<file path="config.mk">
export PLATFORM = sky130hd
export DESIGN_NAME = dac081s101_tx
export DESIGN_NICKNAME = d
export VERILOG_FILES = /design/src/rtl/dac081s101_tx.sv
export SDC_FILE = /design/constraint.sdc
export NUM_CORES = 1
export LEC_CHECK = 0
export ABC_AREA = 1
export CAP_MARGIN = 20
export CORE_MARGIN = 5
export CORE_UTILIZATION = 50
export DETAILED_ROUTE_END_ITERATION = 12
export PLACE_DENSITY = 0.76
export RECOVER_POWER = 50
export SLEW_MARGIN = 20
export SYNTH_ARGS = -nofsm -noshare
export SYNTH_HDL_FRONTEND = slang
export SYNTH_SLANG_ARGS = --single-unit
</file>
<file path="constraint.sdc">
create_clock -name clk -period 3.4 [get_ports clk]
set_input_delay 0.51 -clock clk [delete_from_list [all_inputs] [get_ports clk]]
set_output_delay 0.51 -clock clk [all_outputs]
set_load 0.01 [all_outputs]
</file>
<file path="src/rtl/dac081s101_tx.sv">
// DAC081S101 serial write driver: builds the 16-bit frame and drives SYNC/SCLK/DIN
// with fixed lead, trail and quiet spacing.
module dac081s101_tx #(
    parameter int unsigned CLK_DIV      = 1,
    parameter int unsigned QUIET_CYCLES = 4
) (
    input  logic       clk,
    input  logic       reset,
    input  logic       start,
    input  logic [7:0] data_in,
    input  logic [1:0] pd_mode,
    output logic       sync_n,
    output logic       sclk,
    output logic       mosi,
    output logic       busy,
    output logic       done
);

    typedef enum logic [2:0] {
        IDLE,
        LEAD,
        SHIFT,
        TRAIL,
        QUIET
    } state_t;

    localparam logic [7:0] HALF_LAST  = 8'(CLK_DIV - 1);
    localparam logic [7:0] QUIET_LAST = 8'(QUIET_CYCLES - 1);
    localparam bit         HAS_QUIET  = (QUIET_CYCLES != 0);

    state_t      state;
    logic [7:0]  halfCnt;
    logic [4:0]  bitCnt;
    logic [7:0]  quietCnt;
    logic [15:0] shiftReg;
    logic [15:0] frame;
    logic        halfEnd;

    assign frame   = {2'b00, pd_mode, data_in, 4'b0000};
    assign halfEnd = (halfCnt == HALF_LAST);

    always_ff @(posedge clk) begin
        if (reset) begin
            state    <= IDLE;
            halfCnt  <= '0;
            bitCnt   <= '0;
            quietCnt <= '0;
            shiftReg <= '0;
            sync_n   <= 1'b1;
            sclk     <= 1'b1;
            mosi     <= 1'b0;
            busy     <= 1'b0;
            done     <= 1'b0;
        end else begin
            done <= 1'b0;
            unique case (state)
                IDLE: begin
                    if (start) begin
                        shiftReg <= frame;
                        mosi     <= frame[15];
                        sync_n   <= 1'b0;
                        busy     <= 1'b1;
                        halfCnt  <= '0;
                        state    <= LEAD;
                    end
                end
                LEAD: begin
                    if (halfEnd) begin
                        halfCnt <= '0;
                        bitCnt  <= '0;
                        sclk    <= 1'b0;
                        state   <= SHIFT;
                    end else begin
                        halfCnt <= halfCnt + 8'd1;
                    end
                end
                SHIFT: begin
                    if (halfEnd) begin
                        halfCnt <= '0;
                        if (!sclk) begin
                            // data only moves on the rising edge; zeros follow bit 0
                            sclk     <= 1'b1;
                            shiftReg <= {shiftReg[14:0], 1'b0};
                            mosi     <= shiftReg[14];
                        end else if (bitCnt == 5'd15) begin
                            mosi  <= 1'b0;
                            state <= TRAIL;
                        end else begin
                            bitCnt <= bitCnt + 5'd1;
                            sclk   <= 1'b0;
                        end
                    end else begin
                        halfCnt <= halfCnt + 8'd1;
                    end
                end
                TRAIL: begin
                    if (halfEnd) begin
                        halfCnt  <= '0;
                        quietCnt <= '0;
                        sync_n   <= 1'b1;
                        done     <= 1'b1;
                        if (HAS_QUIET) begin
                            state <= QUIET;
                        end else begin
                            busy  <= 1'b0;
                            state <= IDLE;
                        end
                    end else begin
                        halfCnt <= halfCnt + 8'd1;
                    end
                end
                QUIET: begin
                    if (quietCnt == QUIET_LAST) begin
                        busy  <= 1'b0;
                        state <= IDLE;
                    end else begin
                        quietCnt <= quietCnt + 8'd1;
                    end
                end
                default: state <= IDLE;
            endcase
        end
    end

endmodule

</file>
==> run metrics <==
htree depth 2; Placed Area around 2300 sq um; critical path launch point type register; vias per cell 5.040; CP Cell Sequence nor2_4, nand2_1, inv_1, nand2_1, nand2_1, inv_2, nand2_1, nand2_1, a21oi_1; Unique masters post-synth 27; total CTS buffers 5; nets@finish around 350; FILL cells approximately 400; initial antenna violation count 0; simple logic cell fraction of the synthesized area 0.3717; Area contributors post-synth dfxtp_1 (38%), nand2_1 (17%), a21oi_1 (7.7%); largest vdd supply drop ~290 uV; Post-Layout Cell Count around 380; Hold WC Path Type register to register; setup TNS 0 ns; Post-CTS Hold Fix Bufs 0; DP HPWL approximately 3.2 mm; Worst Path Required around 3.5 ns; die footprint 5566 sq um; area of the multi-input gates roughly 1100 sq um; crit path DAT 2.44 ns; Synth Area in XOR/XNOR 0.008393; Max Clock Skew 0.005238 ns; Max FO, Critical Path 14; Post-synth top flop dfxtp_1; Cells after Synth ~310; setup bufs post-CTS 0; fraction of layout instances using a drive strength above 1 0.06707; Routed Antenna Nets 0; largest family of logic cells by synthesized area simple AND/OR/NAND/NOR gates; core area around 4000 sq um; CP max stage cell dfxtp_1; Place WS 1.431 ns; clock sinks 40; first-pass GRT wire length 7.500 mm; number of synthesized flops with an enable pin 0; TritonCTS clock tree done; area growth from synthesis to layout 11.03%; share of the synthesized area in the top cell type 0.3837; Hold WS 0.4599 ns; DRC Markers 0; mux contribution to synthesized area 0; root buffer cell clkbuf_8; row count 23; Synth Area in Adders 0.02998; register area roughly 800 sq um; setup violators final 0; Crit Path Class register to register; grt ovf 0; port bufs 17; first-pass iteration count of the detailed router 4; Least-Margin Pin Slew 0.6713 ns; starting density of the core 0.5180; yosys warns 0; outcome finished, final reports clean; Slew headroom 0.5525; dpl cells 373; Post-Syn Nets ~330; via count between 1500 and 2000; worst stage delay on the critical path roughly 0.45 ns; vias in the first global route ~1700; largest area contributor in the netlist dfxtp_1; Tcrit/Tclk final 0.6745; DIE HEIGHT 74.61 microns; syn avg cell area between 6 and 7 sq um; fin worst setup slack 1.107 ns; maxcap violations 0; fraction of registers with async set/reset 0; WL per Instance about 12 microns; pwr/cell area 654.0 nW/um^2; RSZ-0062 raised after global routing no; Leakage roughly 0.001 uW; DRT iter0 DRCs ~130; number of inserted diodes 0; Synth Area in Compound Gates 0.1187; Max Buffers Root-to-Sink 2; fmax around 440 MHz; WL final roughly 4.4 mm; Worst setup EP type register; All-Layer GR Usage 0.1719; clock-pin slew on the worst setup and hold paths about 0.07 ns; IO Pins 18; Yosys reg bits 40; worst-skew pair later-pin latency about 0.29 ns; register area share after synthesis 0.3837; Die W approximately 75 microns; final hold violations 0; CP dominant cell by count nand2_1; pin count of the biggest net entering global routing 16; Design Area, Final about 2300 sq um; Resized Gates After CTS 0; max-slew violations 0; gpl congestion 0.8155; Period minus WS final 2.293 ns; Netlist Area Pre-Place about 2100 sq um
==> path summary, 6_finish.rpt <==
path                              start  cells past startpoint  slack (ns)                        end
setup / recovery  state[0]$_SDFFE_PP0P_                      9        1.11  shiftReg[11]$_SDFFE_PP0P_
hold / removal      sync_n$_SDFFE_PP1P_                      2        0.46        sync_n$_SDFFE_PP1P_
setup reg to reg  state[0]$_SDFFE_PP0P_                      9        1.11  shiftReg[11]$_SDFFE_PP0P_
hold reg to reg     sync_n$_SDFFE_PP1P_                      2        0.46        sync_n$_SDFFE_PP1P_
==> critical path, delay by kind of cell, from the launching register on <==
family	cells	cell delay, ns
AND/OR/NAND/NOR	6	1.07
flip-flops	1	0.45
AO/OA/AOI/OAI	1	0.07
buffers and inverters	2	0.55
==> synth_stat cells (2+ instances only) <==
cell       n
o211ai_1   2
inv_1     28
nand2_1   95
nor3_1     6
a21oi_1   32
buf_2      3
nor2_4     3
dfxtp_1   40
o21ai_0    8
xor2_1     2
buf_4      2
o21bai_1   2
nor2_1    35
clkbuf_1   3
nor2_2     2
ha_1       5
nand2_4    3
or2_2      2
nand2_2    2
nand3_1   24
inv_2      8
==> layout by cell type, fill, tap and decap left out, drive strengths merged, types with 5 or more instances in the layout <==
cell,count
dlygate4sd3,5
a21oi,33
clkdlybuf4s50,12
nand2,100
clkbuf,6
inv,36
dfxtp,40
nand3,24
nor2,40
o21ai,9
ha,5
nor3,8
==> metal layers <==
metal,wire [microns],share of wire,GRT usage
met5,0,0,0
met4,70,0.016,0.06522
met3,181,0.042,0.04324
met2,1957,0.45,0.2693
met1,2149,0.49,0.2279
==> state kept, by name, summed over array words and instances (netlist names) <==
| register | cells |
|---|---|
| done | 1 |
| halfCnt | 8 |
| mosi | 1 |
| state | 3 |
| sclk | 1 |
| shiftReg | 11 |
| busy | 1 |
| quietCnt | 8 |
| bitCnt | 5 |
| sync_n | 1 |
==> through the flow <==
stage | total power, uW | utilization
5_1_grt | 1644 | 0.5752
3_3_place_gp | 1272 | 0.5674
3_5_place_dp | 1281 | 0.5674
2_1_floorplan | 1138 | -
6_report | 1515 | 0.5752
4_1_cts | 1567 | 0.5845
==> power breakdown <==
part	switching [uW]	leakage (uW)	total (uW)	internal (uW)
sequential	68.3	0.000326	627	559
clock	150	0.0000359	282	132
combinational	405	0.000621	606	201
total	623	0.000982	1520	892
==> cells by family (layout without fill, tap and decap cells) <==
kind of cell | count (synthesis) | after routing
xor+xnor | 2 | 2
flops | 40 | 40
buf+inv | 45 | 60
simple gates | 175 | 175
fa+ha+maj | 5 | 5
compound gates | 46 | 46
==> area by class of cell <==
cell class,count,area share
multi-input cells,228,0.4622
inverters,37,0.06048
clock buffers,5,0.02970
well taps,50,0.02700
flip-flops and latches,40,0.3456
repair buffers,18,0.07505
Note: power is estimated with default switching activity, not from simulation.
